### src/rtl/uart_frame_sched_if.sv
`default_nettype none
`timescale 1ns/1ps
// +--------------------------------------------------------------------------+
// | Module  : uart_frame_sched_if                                            |
// | Purpose : FIFO read side and UART transmit side of the frame scheduler.  |
// | Revision: 1.0                                                            |
// +--------------------------------------------------------------------------+
interface uart_frame_sched_if;
    logic        fifo_empty;
    logic [15:0] fifo_q;
    logic        fifo_rdreq;
    logic        tx_busy;
    logic [7:0]  tx_data;
    logic        tx_wr_en;

    // master: the scheduler; slave: the FIFO/UART environment around it
    modport master (
        input  fifo_empty, fifo_q, tx_busy,
        output fifo_rdreq, tx_data, tx_wr_en
    );

    modport slave (
        output fifo_empty, fifo_q, tx_busy,
        input  fifo_rdreq, tx_data, tx_wr_en
    );
endinterface
`default_nettype wire

### src/rtl/uart_frame_sched.sv
`default_nettype none
`timescale 1ns/1ps
// +--------------------------------------------------------------------------+
// | Module  : uart_frame_sched                                               |
// | Purpose : Turns each 16-bit FIFO word into a 4-byte UART frame           |
// |           (header, high, low, XOR checksum) with a write-ack timeout.    |
// | Revision: 1.0                                                            |
// +--------------------------------------------------------------------------+
module uart_frame_sched #(
    parameter logic [7:0]  HEADER      = 8'hA5,
    parameter int unsigned ACK_TIMEOUT = 1024
) (
    input  wire logic          clk_50m,
    input  wire logic          rst_n,
    input  wire logic          enable,
    input  wire logic          err_clr,
    uart_frame_sched_if.master bus,
    output logic               busy,
    output logic [15:0]        frame_cnt,
    output logic               err
);

    localparam int unsigned           c_ACK_W    = (ACK_TIMEOUT > 1) ? $clog2(ACK_TIMEOUT) : 1;
    localparam logic [c_ACK_W-1:0]    c_ACK_LAST = c_ACK_W'(ACK_TIMEOUT - 1);

    typedef enum logic [2:0] {
        S_IDLE      = 3'd0,
        S_RD        = 3'd1,
        S_SEND      = 3'd2,
        S_WAIT_ACK  = 3'd3,
        S_WAIT_DONE = 3'd4
    } state_t;

    state_t               r_state;
    logic [15:0]          r_word;
    logic [1:0]           r_byte_idx;
    logic [c_ACK_W-1:0]   r_ack_cnt;
    logic [7:0]           r_tx_data;
    logic                 r_tx_wr_en;
    logic [15:0]          r_frame_cnt;
    logic                 r_err;

    logic                 w_start;
    logic                 w_timeout;
    logic [7:0]           w_checksum;
    logic [7:0]           w_tx_byte;

    // The read strobe is decoded in IDLE so the FIFO's one-cycle read latency
    // lands the word on fifo_q exactly during RD, and so the strobe can never
    // follow a stale fifo_empty. It is gated by rst_n to stay low in reset.
    assign w_start         = (r_state == S_IDLE) && enable && !bus.fifo_empty;
    assign bus.fifo_rdreq  = w_start && rst_n;

    assign w_timeout = (r_state == S_WAIT_ACK) && !bus.tx_busy && (r_ack_cnt == c_ACK_LAST);

    always_comb begin
        w_checksum = HEADER ^ r_word[15:8] ^ r_word[7:0];
        case (r_byte_idx)
            2'd0:    w_tx_byte = HEADER;
            2'd1:    w_tx_byte = r_word[15:8];
            2'd2:    w_tx_byte = r_word[7:0];
            default: w_tx_byte = w_checksum;
        endcase
    end

    always_ff @(posedge clk_50m or negedge rst_n) begin
        if (!rst_n) begin
            r_state     <= S_IDLE;
            r_word      <= 16'h0000;
            r_byte_idx  <= 2'd0;
            r_ack_cnt   <= '0;
            r_tx_data   <= 8'h00;
            r_tx_wr_en  <= 1'b0;
            r_frame_cnt <= 16'h0000;
        end else begin
            r_tx_wr_en <= 1'b0;
            case (r_state)
                S_IDLE: begin
                    if (w_start) begin
                        r_state <= S_RD;
                    end
                end

                S_RD: begin
                    r_word     <= bus.fifo_q;
                    r_byte_idx <= 2'd0;
                    r_state    <= S_SEND;
                end

                S_SEND: begin
                    if (!bus.tx_busy) begin
                        r_tx_data  <= w_tx_byte;
                        r_tx_wr_en <= 1'b1;
                        r_ack_cnt  <= '0;
                        r_state    <= S_WAIT_ACK;
                    end
                end

                // Busy seen on the last allowed cycle still counts as an ack.
                S_WAIT_ACK: begin
                    if (bus.tx_busy) begin
                        r_state <= S_WAIT_DONE;
                    end else if (r_ack_cnt == c_ACK_LAST) begin
                        r_state <= S_IDLE;
                    end else begin
                        r_ack_cnt <= r_ack_cnt + 1'b1;
                    end
                end

                S_WAIT_DONE: begin
                    if (!bus.tx_busy) begin
                        r_byte_idx <= r_byte_idx + 2'd1;
                        if (r_byte_idx == 2'd3) begin
                            r_frame_cnt <= r_frame_cnt + 16'd1;
                            r_state     <= S_IDLE;
                        end else begin
                            r_state <= S_SEND;
                        end
                    end
                end

                default: r_state <= S_IDLE;
            endcase
        end
    end

    // A timeout in the same cycle as err_clr wins so no fault is ever lost.
    always_ff @(posedge clk_50m or negedge rst_n) begin
        if (!rst_n) begin
            r_err <= 1'b0;
        end else if (w_timeout) begin
            r_err <= 1'b1;
        end else if (err_clr) begin
            r_err <= 1'b0;
        end
    end

    assign bus.tx_data  = r_tx_data;
    assign bus.tx_wr_en = r_tx_wr_en;
    assign busy         = (r_state != S_IDLE);
    assign frame_cnt    = r_frame_cnt;
    assign err          = r_err;

endmodule
`default_nettype wire

### src/flat_wrapper.sv
// flat-port wrapper written by rule: the top's interface ports become plain ports
module uart_frame_sched_flat 
#(
    parameter logic [7:0]  HEADER      = 8'hA5,
    parameter int unsigned ACK_TIMEOUT = 1024
)
  (clk_50m, rst_n, enable, err_clr, busy, frame_cnt, err, bus_fifo_empty, bus_fifo_q, bus_tx_busy, bus_fifo_rdreq, bus_tx_data, bus_tx_wr_en);
  uart_frame_sched_if bus_i ();
  input  wire logic clk_50m;
  input  wire logic rst_n;
  input  wire logic enable;
  input  wire logic err_clr;
  output logic busy;
  output logic [15:0] frame_cnt;
  output logic err;
  input wire logic [$bits(bus_i.fifo_empty)-1:0] bus_fifo_empty;
  input wire logic [$bits(bus_i.fifo_q)-1:0] bus_fifo_q;
  input wire logic [$bits(bus_i.tx_busy)-1:0] bus_tx_busy;
  output wire logic [$bits(bus_i.fifo_rdreq)-1:0] bus_fifo_rdreq;
  output wire logic [$bits(bus_i.tx_data)-1:0] bus_tx_data;
  output wire logic [$bits(bus_i.tx_wr_en)-1:0] bus_tx_wr_en;
  assign bus_i.fifo_empty = bus_fifo_empty;
  assign bus_i.fifo_q = bus_fifo_q;
  assign bus_i.tx_busy = bus_tx_busy;
  assign bus_fifo_rdreq = bus_i.fifo_rdreq;
  assign bus_tx_data = bus_i.tx_data;
  assign bus_tx_wr_en = bus_i.tx_wr_en;
  uart_frame_sched #(.HEADER(HEADER), .ACK_TIMEOUT(ACK_TIMEOUT)) u_core (.clk_50m(clk_50m), .rst_n(rst_n), .enable(enable), .err_clr(err_clr), .bus(bus_i), .busy(busy), .frame_cnt(frame_cnt), .err(err));
endmodule
### config.mk
export PLATFORM = sky130hd
export DESIGN_NAME = uart_frame_sched_flat
export DESIGN_NICKNAME = d
export VERILOG_FILES = /design/src/rtl/uart_frame_sched_if.sv /design/src/rtl/uart_frame_sched.sv /design/src/flat_wrapper.sv
export SDC_FILE = /design/constraint.sdc
export NUM_CORES = 1
export LEC_CHECK = 0
export CORE_MARGIN = 10
export CORE_UTILIZATION = 47
export CTS_CLUSTER_DIAMETER = 80
export DETAILED_ROUTE_END_ITERATION = 12
export PLACE_DENSITY = 0.76
export SYNTH_ARGS = -nofsm -noshare
export SYNTH_HDL_FRONTEND = slang
export SYNTH_SLANG_ARGS = --single-unit
export TNS_END_PERCENT = 30
### constraint.sdc
create_clock -name clk_50m -period 1.8 [get_ports clk_50m]
set_input_delay 0.36 -clock clk_50m [delete_from_list [all_inputs] [get_ports clk_50m]]
set_output_delay 0.36 -clock clk_50m [all_outputs]
set_load 0.01 [all_outputs]
Word-level counts from Yosys, hierarchy flattened
Cells that the tools add are included.
{"block": "totals", "regBits": 57, "latch_bits": 0, "ramBits": 0, "romBits": 0, "in_bits": 22, "word_cells": 64, "memories": 0}
{"block": "classes", "addsub": 3, "mul": 0, "n_div": 0, "n_lt_le_gt_ge": 0, "n_eq_ne": 14, "shifts": 0, "muxes": 18, "bitwise_logic": 3, "n_reduce_logical": 18}
{"operator": "$mux 10", "n": 3}
{"operator": "$pmux 8 s3", "n": 1}
{"operator": "$pmux 10 s2", "n": 1}
{"operator": "$add 16x1->16 const B", "n": 1}
{"operator": "$mux 3", "n": 5}
{"operator": "$pmux 3 s5", "n": 1}
{"operator": "$add 10x1->10 const B", "n": 1}
{"operator": "$eq 10x10->1 const B", "n": 1}
{"operator": "$ne 2x2->1 const B", "n": 4}
{"operator": "$reduce_and 4->1", "n": 2}
{"operator": "$xor 8x8->8", "n": 1}
{"operator": "$eq 3x2->1 const B", "n": 2}
{"operator": "$reduce_bool 2->1", "n": 3}
{"operator": "$logic_and 1x1->1", "n": 5}
{"operator": "$eq 2x2->1 const B", "n": 2}
{"operator": "$mux 1", "n": 4}
{"operator": "$mux 2", "n": 2}
{"operator": "$not 4->4", "n": 1}
{"operator": "$pmux 2 s2", "n": 1}
{"operator": "$reduce_and 2->1", "n": 2}
{"operator": "$eq 3x1->1 const B", "n": 1}
{"operator": "$eq 3x3->1 const B", "n": 1}
{"operator": "$logic_not 3->1", "n": 1}
{"operator": "$ne 3x3->1 const B", "n": 1}
{"operator": "other kinds (8)", "n": 9}

Logic depth before layout (Yosys ltp)
{"block": "depth", "word_depth": 5, "depth_mapped": 7}

Worst setup path before layout
OpenSTA, ideal clock, no wires.
{"block": "synth_path", "path_type": "reg2reg", "from": "reg u_core.r_state[1]", "to": "reg u_core.r_word[10]", "setup_ns": 0.125, "t_arrival_ns": 1.521, "slack_ns": 0.154, "path_stages_with_launch": 5, "path_buffers": 2, "period_less_slack_ns": 1.646, "cell_sequence": "dfrtp_1 buf_4 nor3b_2 buf_2 mux2_2"}
{"block": "synth_via", "elab_chain_cells": 1}
{"element": "from (decl)", "line_no": "uart_frame_sched.sv:34", "text": "state_t r_state;"}
{"element": "from (signal assigned)", "line_no": "uart_frame_sched.sv:68", "text": "r_state <= S_IDLE;"}
{"element": "from (signal assigned)", "line_no": "uart_frame_sched.sv:80", "text": "r_state <= S_RD;"}
{"element": "from (signal assigned)", "line_no": "uart_frame_sched.sv:87", "text": "r_state <= S_SEND;"}
{"element": "$eq 3x1->1", "line_no": "uart_frame_sched.sv:77", "text": "case (r_state)"}
{"element": "to (signal assigned)", "line_no": "uart_frame_sched.sv:85", "text": "r_word <= bus.fifo_q;"}
{"element": "to (decl)", "line_no": "uart_frame_sched.sv:35", "text": "logic [15:0] r_word;"}
No other way between the ends.
A chain may end at the register's enable or synchronous reset.

Final worst setup path
{"block": "layout_path", "from": "reg u_core.r_state[0]", "to": "out busy"}
{"block": "layout_via", "elab_chain_cells": 1}
{"element": "$reduce_bool 3->1", "line_no": "uart_frame_sched.sv:140", "text": "assign busy = (r_state != S_IDLE);"}
{"element": "to (decl)", "line_no": "flat_wrapper.sv:13", "text": "output logic busy;"}
No other way between the ends.

==> out/qor.yml <==
outcome:
  outcome: "finished clean"
synth:
  syn_avg_cell_area_um2: 11.1
  synth_top_area_share_pct: 50.0
  syn_area_um2: 2850
  yosysSeqAreaShare_pct: 50.0
  synth_area_leaders: "dfrtp_1, mux2_2, xnor2_1, ha_1, nand2_1"
  synthesis.nets: 284
  ys_warn_count: 0
  synth-async-reset-ratio_pct: 100
  yosysTopAreaCell: "dfrtp_1"
  synthFlopType: "dfrtp_1"
  synth_edf_count: 0
  ys_seq_elements: 57
  netlist_instances: 256
  synth_cell_types: 50
power:
  cell_internal_pwr_mw: 3.24
  p_per_area_nw_per_um2: 1320
  cellLeakagePower_nw: 1.65
  pwr-share-comb_pct: 39.9
  ir_drop_v: 0.000877
  p_seq_share_pct: 39.7
  switching_power_mw: 1.68
  p_total_mw: 4.92
  sw_frac_of_total_pct: 34.2
  clock_power_share_pct: 20.5
cts:
  clockBufferDepth: 2
  cts_tree: "built"
  clk_pin_slew_ns: 0.06
  worstSkewPairLatency_ns: 0.33
  root_buffer: "clkbuf_8"
  cts-htree-levels: 3
  cts.sinks: 57
  cts_made_buffers: 9
detailed_routing:
  first_pass_iters: 4
  drcViolationCount: 0
  routed_wl_um: 6200
  num_vias: 2181
  wl_per_cell_um: 15.3
  drtIter0Drc: 74
  avgViaCountPerCell: 5.40
  ant_nets: 0
die:
  die_area_um2: 9590
  io_pins: 50
  dieWidth_um: 97.9
  initial_core_util_pct: 48.2
  num_rows: 28
  core_um2: 5920
  die_y_um: 97.9
worst_setup_path:
  cp-start-kind: "flop"
  crit_type: "reg2out"
  worstPathRequired_ns: 1.44
  crit_arrival_ns: 1.44
  end_kind: "output port"
  crit_fanout: 3
layout:
  finalNetCount: 353
  final_util_pct: 63.0
  layout_common_cells: "dfrtp_1, clkdlybuf4s50_1, nand2_1"
  final_common_cell: "dfrtp_1"
  n_antenna_cell: 0
  instances_no_fill: 404
  syn_to_final_growth_pct: 30.7
  drive_above_1_share_pct: 23.4
  design_area_um2: 3730
timing:
  min_period_ns: 1.80
  setup_slack_ns: 0.00335
  setup_viol: 0
  slew_viol_final: 0
  max_slew_margin_pct: 53.1
  holdWs_ns: 0.238
  tightestPinTransition_ns: 0.703
  tns_ns: 0
  fmax_mhz: 557
  clock_skew_ns: 0.00790
  finalCritPeriodShare_pct: 99.8
  hold_viol_final: 0
  rsz0062_at_grt: "true"
place:
  placed_area_um2: 3510
  place_ws_ns: -0.349
  dp_hpwl_um: 4550
  dp.cells: 388
  gp_congestion: 0.794
  portBuffers: 49
global_route:
  grt-ovfl-total: 0
  grt_use_total_pct: 13.5
  grt_pass1_wl_um: 10800
  grt_max_degree: 58
  grt_pass1_vias: 2253
  grt_antenna_before_repair: 0
worst_hold_path:
  min_path_type: "in2async"
flow_run:
  max_cap_viol_count: 0
==> cell type report <==
cell class,count,area (um^2)
Fill cell,479,2190
Sequential cell,57,1430
Multi-Input combinational cell,180,1380
Timing Repair Buffer,69,638
Clock buffer,11,141
Tap cell,75,93.8
Inverter,8,30.0
Clock inverter,4,20.0
==> per-layer routing <==
| metal | routed length (um) | vias to the layer above | GRT usage [%] |
|---|---|---|---|
| met4 | 96 | 0 | 5.82 |
| met1 | 2780 | 1060 | 16.8 |
| met5 | 0 | - | 0 |
| met2 | 2920 | 48 | 20.6 |
| li1 | - | 1065 | - |
| met3 | 403 | 8 | 4.93 |
==> worst max-delay path, stage by stage (launching register included) <==
cell,delay [ns]
dfrtp_1,0.41
or3_4,0.42
buf_4,0.14
buf_2,0.13
==> path summary, 6_finish.rpt <==
path	start	endpoint	slack [ns]	depth (start not counted)
worst max-delay path	u_core.r_state[0]$_DFFE_PN0P_	busy	0.003	3
worst min-delay path	rst_n	u_core.r_ack_cnt[5]$_DFFE_PN0P_	0.24	2
worst max register to register	u_core.r_state[0]$_DFFE_PN0P_	u_core.frame_cnt[11]$_DFFE_PN0P_	0.04	5
worst min register to register	u_core.bus.tx_data[3]$_DFFE_PN0P_	u_core.bus.tx_data[3]$_DFFE_PN0P_	0.48	1
max in group asynchronous	rst_n	u_core.frame_cnt[4]$_DFFE_PN0P_	1.07	2
min in group clk_50m	u_core.bus.tx_data[3]$_DFFE_PN0P_	u_core.bus.tx_data[3]$_DFFE_PN0P_	0.48	1
==> synth_stat cells, types with 3 or more instances <==
cell type,number
clkbuf_1,7
xnor2_1,17
dfrtp_1,57
mux2_2,18
nand2_1,20
nand2b_1,3
nand3_1,11
ha_1,6
a31oi_1,3
xor2_1,6
nor3_1,8
nand4_1,4
o31ai_1,3
a211oi_1,4
a21oi_1,8
o21ai_0,12
a221oi_1,8
nor2_1,12
a21o_1,3
inv_1,7
==> state kept, by name, indices dropped and copies added (netlist names) <==
signal,count
u_core.frame_cnt,16
u_core.err,1
u_core.r_byte_idx,2
u_core.r_word,16
u_core.bus.tx_data,8
u_core.r_state,3
u_core.bus.tx_wr_en,1
u_core.r_ack_cnt,10
==> logic make-up (layout without fill, tap and decap cells) <==
family,Yosys count,after routing,share of synthesized area (%)
compound gates,45,45,10.4
xor+xnor,23,23,7.06
fa+ha+maj,6,6,2.63
buf+inv,19,92,3.29
flops,57,57,50.0
mux,20,20,7.80
simple gates,86,86,18.9
==> power by group through the flow <==
| stage | Sequential, mW | Combinational (mW) | Clock [mW] |
|---|---|---|---|
| 6_report | 1.95 | 1.96 | 1.01 |
| 5_1_grt | 2.00 | 2.22 | 1.09 |
| 4_1_cts | 1.95 | 1.96 | 1.03 |
| 3_5_place_dp | 1.97 | 1.95 | 0 |
| 3_3_place_gp | 1.95 | 1.90 | 0 |
| 2_1_floorplan | 1.95 | 1.28 | 0 |
==> timing repair <==
action	4_1_cts	5_1_grt
hold buffers	0	0
gates resized for setup	10	12
pin swaps	2	1
setup buffers	1	0
setup endpoints to repair	7	14
Note: power is estimated with default switching activity, not from simulation.
